[src/rtl/mult_arbiter.sv]
// Round-robin front end for one shared 16x16 sequential multiplier.
// Grants one requester at a time, launches the multiplier with a one-cycle
// start pulse, waits for the busy high/low handshake, and returns the product
// with a one-cycle response pulse. If the multiplier never raises busy, the
// request finishes with an error flag and a zero product.
module mult_arbiter #(
    parameter int NREQ      = 4,
    parameter int START_TMO = 8
) (
    input  logic                 clk,
    input  logic                 rst,
    input  logic [NREQ-1:0]      req_valid,
    input  logic [NREQ*16-1:0]   req_a,
    input  logic [NREQ*16-1:0]   req_b,
    output logic [NREQ-1:0]      req_ready,
    output logic [NREQ-1:0]      rsp_valid,
    output logic [31:0]          rsp_p,
    output logic                 rsp_err,
    output logic [15:0]          mult_a,
    output logic [15:0]          mult_b,
    output logic                 mult_start,
    input  logic                 mult_busy,
    input  logic [31:0]          mult_p
);

    localparam int GW = $clog2(NREQ);
    localparam int TW = $clog2(START_TMO + 1);

    typedef enum logic [2:0] {
        S_IDLE    = 3'd0,
        S_START   = 3'd1,
        S_WAIT_HI = 3'd2,
        S_WAIT_LO = 3'd3,
        S_RESP    = 3'd4
    } state_t;

    state_t          state_q, state_d;
    logic [GW-1:0]   last_grant_q, last_grant_d;  // also the owner of the op in flight
    logic [15:0]     a_q, a_d;
    logic [15:0]     b_q, b_d;
    logic [31:0]     p_q, p_d;
    logic            err_q, err_d;
    logic [TW-1:0]   tmo_cnt_q, tmo_cnt_d;

    logic            any_req;
    logic [GW-1:0]   pick;
    logic            tmo_hit;

    // Round-robin search starting one past the last grant; the lowest offset wins.
    function automatic logic [GW-1:0] rr_pick(input logic [NREQ-1:0] v,
                                              input logic [GW-1:0]   last);
        logic [GW-1:0] sel;
        int            idx;
        sel = '0;
        for (int i = NREQ; i >= 1; i--) begin
            idx = (int'(last) + i) % NREQ;
            if (v[idx]) sel = GW'(idx);
        end
        return sel;
    endfunction

    // Arbitration view of the current requests.
    always_comb begin
        any_req = |req_valid;
        pick    = rr_pick(req_valid, last_grant_q);
    end

    // Timeout fires on the last WAIT_HI cycle, so RESP lands START_TMO cycles after START.
    always_comb begin
        tmo_hit = (tmo_cnt_q >= TW'(START_TMO - 1));
    end

    // State register plus datapath flops; reset aborts any operation in flight.
    always_ff @(posedge clk or posedge rst) begin
        if (rst) begin
            state_q      <= S_IDLE;
            last_grant_q <= GW'(NREQ - 1);
            a_q          <= '0;
            b_q          <= '0;
            p_q          <= '0;
            err_q        <= 1'b0;
            tmo_cnt_q    <= '0;
        end else begin
            state_q      <= state_d;
            last_grant_q <= last_grant_d;
            a_q          <= a_d;
            b_q          <= b_d;
            p_q          <= p_d;
            err_q        <= err_d;
            tmo_cnt_q    <= tmo_cnt_d;
        end
    end

    // Next-state logic. Busy is only sampled from WAIT_HI onward, so a busy
    // level left over while idle is never mistaken for a handshake.
    always_comb begin
        state_d = state_q;
        case (state_q)
            S_IDLE:    if (any_req) state_d = S_START;
            S_START:   state_d = S_WAIT_HI;
            S_WAIT_HI: begin
                if (mult_busy)    state_d = S_WAIT_LO;
                else if (tmo_hit) state_d = S_RESP;
            end
            S_WAIT_LO: if (!mult_busy) state_d = S_RESP;
            S_RESP:    state_d = S_IDLE;
            default:   state_d = S_IDLE;
        endcase
    end

    // Datapath updates: operands latched at grant and held until the product is taken.
    always_comb begin
        last_grant_d = last_grant_q;
        a_d          = a_q;
        b_d          = b_q;
        p_d          = p_q;
        err_d        = err_q;
        tmo_cnt_d    = tmo_cnt_q;
        case (state_q)
            S_IDLE: begin
                if (any_req) begin
                    last_grant_d = pick;
                    a_d          = req_a[pick*16 +: 16];
                    b_d          = req_b[pick*16 +: 16];
                end
            end
            S_START: begin
                tmo_cnt_d = TW'(1);
            end
            S_WAIT_HI: begin
                if (!mult_busy) begin
                    if (tmo_hit) begin
                        err_d = 1'b1;
                        p_d   = '0;
                    end else begin
                        tmo_cnt_d = tmo_cnt_q + TW'(1);
                    end
                end
            end
            S_WAIT_LO: begin
                if (!mult_busy) begin
                    err_d = 1'b0;
                    p_d   = mult_p;
                end
            end
            S_RESP: begin
                tmo_cnt_d = '0;
            end
            default: begin
                tmo_cnt_d = '0;
            end
        endcase
    end

    // Moore outputs from state, except the grant pulse which follows the live request.
    always_comb begin
        req_ready  = '0;
        rsp_valid  = '0;
        mult_start = 1'b0;
        rsp_err    = 1'b0;
        case (state_q)
            S_IDLE:  if (any_req && !rst) req_ready[pick] = 1'b1;
            S_START: mult_start = 1'b1;
            S_RESP: begin
                rsp_valid[last_grant_q] = 1'b1;
                rsp_err                 = err_q;
            end
            default: ;
        endcase
    end

    assign mult_a = a_q;
    assign mult_b = b_q;
    assign rsp_p  = p_q;

endmodule

[config.mk]
export PLATFORM = sky130hd
export DESIGN_NAME = mult_arbiter
export DESIGN_NICKNAME = d
export VERILOG_FILES = /design/src/rtl/mult_arbiter.sv
export SDC_FILE = /design/constraint.sdc
export NUM_CORES = 1
export LEC_CHECK = 0
export ABC_AREA = 1
export CAP_MARGIN = 30
export CORE_MARGIN = 3
export CORE_UTILIZATION = 41
export CTS_CLUSTER_SIZE = 25
export DETAILED_ROUTE_END_ITERATION = 7
export PLACE_DENSITY = 0.83
export SETUP_SLACK_MARGIN = 0.05
export SYNTH_ARGS = -nofsm -noshare
export SYNTH_HDL_FRONTEND = slang
export SYNTH_SLANG_ARGS = --single-unit
[constraint.sdc]
create_clock -name clk -period 3.64 [get_ports clk]
set_clock_uncertainty 0.2 [all_clocks]
set_input_delay 0.728 -clock clk [delete_from_list [all_inputs] [get_ports clk]]
set_output_delay 0.728 -clock clk [all_outputs]
set_load 0.01 [all_outputs]
==> results.toml <==
[timing]
final-hold-violation-count = 0
setup_viol = 0
relSlewSlack = 0.5427
fin_crit_ns = 3.441
rsz0062_at_grt = "false"
final-max-slew-violation-count = 0
worstMarginPinSlew_ns = 0.6860
min_period_over_period = 0.9452
fmax_ghz = 0.2907
fin_tns_setup_ns = 0

[synth]
synth_compound_area_frac = 0.02143
synthDominantCellAreaShare = 0.3857
synth_top_family_by_area = "simple AND/OR/NAND/NOR gates"
muxShareOfSynthArea = 0
ys_seq_area_frac = 0.3970
yosysWarningCount = 0
synth.net_count = 883
synth_adder_area_share = 0.01339
synth_area_sq_mm = 0.004671
synth_seq_cells = 74
synth_cells = 711
postSynthAreaPerCell_sq_um = 6.569
yosys.area_share.simple = 0.4720
yosys.area.top_type = "dfrtp_1"
synth_xor_area_frac = 0
synth_area_leaders = "dfrtp_1 39%, nand2_1 28%, nand3_1 11%"
synth_cell_type_count = 27

[final_layout]
final_common_cell = "nand2_1"
fin_nets = 1106
drive_gt1_frac = 0.04686
final_cell_mix = "346 x nand2_1, 237 x clkdlybuf4s50_1, 105 x nand3_1"
area.growth.synth_to_final_pct = 59.28
stdcell_area_sq_mm = 0.007440
fin_cells = 1079
diodes = 0

[clock_network]
cts-root-buf = "clkbuf_16"
clk_pin_slew_ns = 0.06
cts_buffers = 9
cts_hold_buf = 0
cts.sinks = 74
cts_buffer_depth = 2
cts_max_level = 3
cts_tree = "yes"
clock_latency_ns = 0.32

[grt]
grt_pass1_wl_mm = 24.77
grtUsageTotal = 0.2373
antenna_found_initial = 0
overflow = 0
grt_max_degree = 66
first_global_vias = 5054

[die]
die_h_um = 112.7
dieArea_sq_mm = 0.01271
fp.coreArea_sq_mm = 0.01098
start_util = 0.4253
fp.dieW_um = 112.7
rows = 38
io_pins = 241

[critical_path]
start_kind = "primary input"
arrival_ns = 2.51
worstSetupEndpointType = "output pin"
worstReg2RegStart = "last_grant_q[0]"
cp_data_required_time_ns = 2.71
cp_max_fo = 5
crit_start = "req_valid[0]"
crit_type = "in2out"

[place]
portBuffers = 240
place_inst = 1062
dp.final_hpwl_mm = 11.16
place.gp.congestion = 0.8817
post_dp_cell_area_sq_mm = 0.007141

[power]
vdd_drop_max_mv = 1.579
net-switching-power_uw = 3295
clockPowerShare = 0.118
p_seq_frac = 0.212
powerDensity_mw_per_mm2 = 910.0
sw_frac_of_total = 0.4867
comb_power_share = 0.669
p_int_uw = 3475
p_leak_uw = 0.003832
finalPower_uw = 6770

[hold_path]
hold_start = "rsp_p[21]"
hold_class = "reg2reg"

[route]
dr.pass1.iters = 4
finalWirelength_mm = 15.35
detail_route.wl_per_cell_um = 14.23
viasPerCell = 4.785
ant_nets = 0
drc = 0
dr_total_vias = 5163
drtIter0Drc = 346

[flow_run]
drv_cap = 0

[outcome]
outcome = "finished, final reports clean"
[registers in the layout (all words and copies together) (netlist names)]
register and flops:
mult_a 16, mult_b 16, tmo_cnt_q 4, state_q 3
err_q 1, rsp_p 32, last_grant_q 2
[logic make-up after synthesis]
group           Yosys count
buf+inv                 103
simple gates            512
flops                    74
fa+ha+maj                 5
compound gates           17
[layer usage]
metal  wire, um  up-vias  GRT usage
met5          0        -          0
met4        361        0    0.06330
met3        934       24    0.05455
met2       7994      164     0.4277
met1       6059     2318     0.2844
li1           -     2657          -
[power by group through the flow]
| stage | clock network, uW | registers, uW | logic (uW) |
|---|---|---|---|
| finish | 802 | 1440 | 4530 |
| global route | 848 | 1490 | 5120 |
| floorplan | 0 | 1580 | 2890 |
| detailed placement | 0 | 1450 | 4520 |
| global placement | 0 | 1440 | 4460 |
| CTS | 821 | 1450 | 4540 |
[through the flow]
| stage | hold WS (ns) | util | setup slack [ns] |
|---|---|---|---|
| after global routing | 0.2872 | 0.6774 | 0.07624 |
| after detailed placement | 0.2576 | 0.6501 | 0.1362 |
| after floorplan | 0.2530 | - | 0.7267 |
| after global placement | 0.2525 | 0.6501 | 0.1370 |
| after CTS | 0.2715 | 0.6760 | 0.06821 |
| final | 0.2692 | 0.6774 | 0.1995 |
[area by class of cell]
cell class,count,area (sq um)
clock buffer,10,229.0
clock inverter,6,42.54
fill,1000,3543
inverter,61,229.0
multi-input combinational,534,2382
sequential,74,1854
tap,140,175.2
timing repair buffer,254,2527
[path summary, 6_finish.rpt]
kind / end / slack, ns / cells after the start
setup / recovery: req_ready[0] / 0.20 / 10
hold / removal: rsp_p[21] / 0.27 / 2
setup reg to reg: mult_b[14] / 0.72 / 15
hold reg to reg: rsp_p[21] / 0.27 / 2
max in group asynchronous: rsp_p[15] / 1.95 / 3
min in group asynchronous: mult_b[4] / 0.63 / 2
[worst max-delay path, cell delays in order]
cell	delay [ns]
clkdlybuf4s50_1	0.48
nand2_1	0.09
nand2_2	0.12
nand2_1	0.06
nand3_1	0.08
nand4_1	0.08
nand2_1	0.15
nand2_1	0.09
nor2_1	0.09
clkdlybuf4s50_1	0.54
[synthesized netlist by cell type (all sizes together)]
cell type	count
nand2	351
nand3	106
dfrtp	72
inv	60
nand3b	32
buf	24
clkbuf	18
nor2	17
o21ai	8
a21oi	5
ha	5
nor3	4
dfstp	2
nand4	2
a21o	1
a22oi	1
a2bb2oi	1
clkinv	1
o211ai	1
[what timing repair did]
action                                 CTS  global route
endpoints found under the hold margin    0             0
gates resized for setup                  1             3
buffers inserted                         0             1
gates cloned                             0             0
setup endpoints to repair                3             4
(Power assumes the default switching activity.)
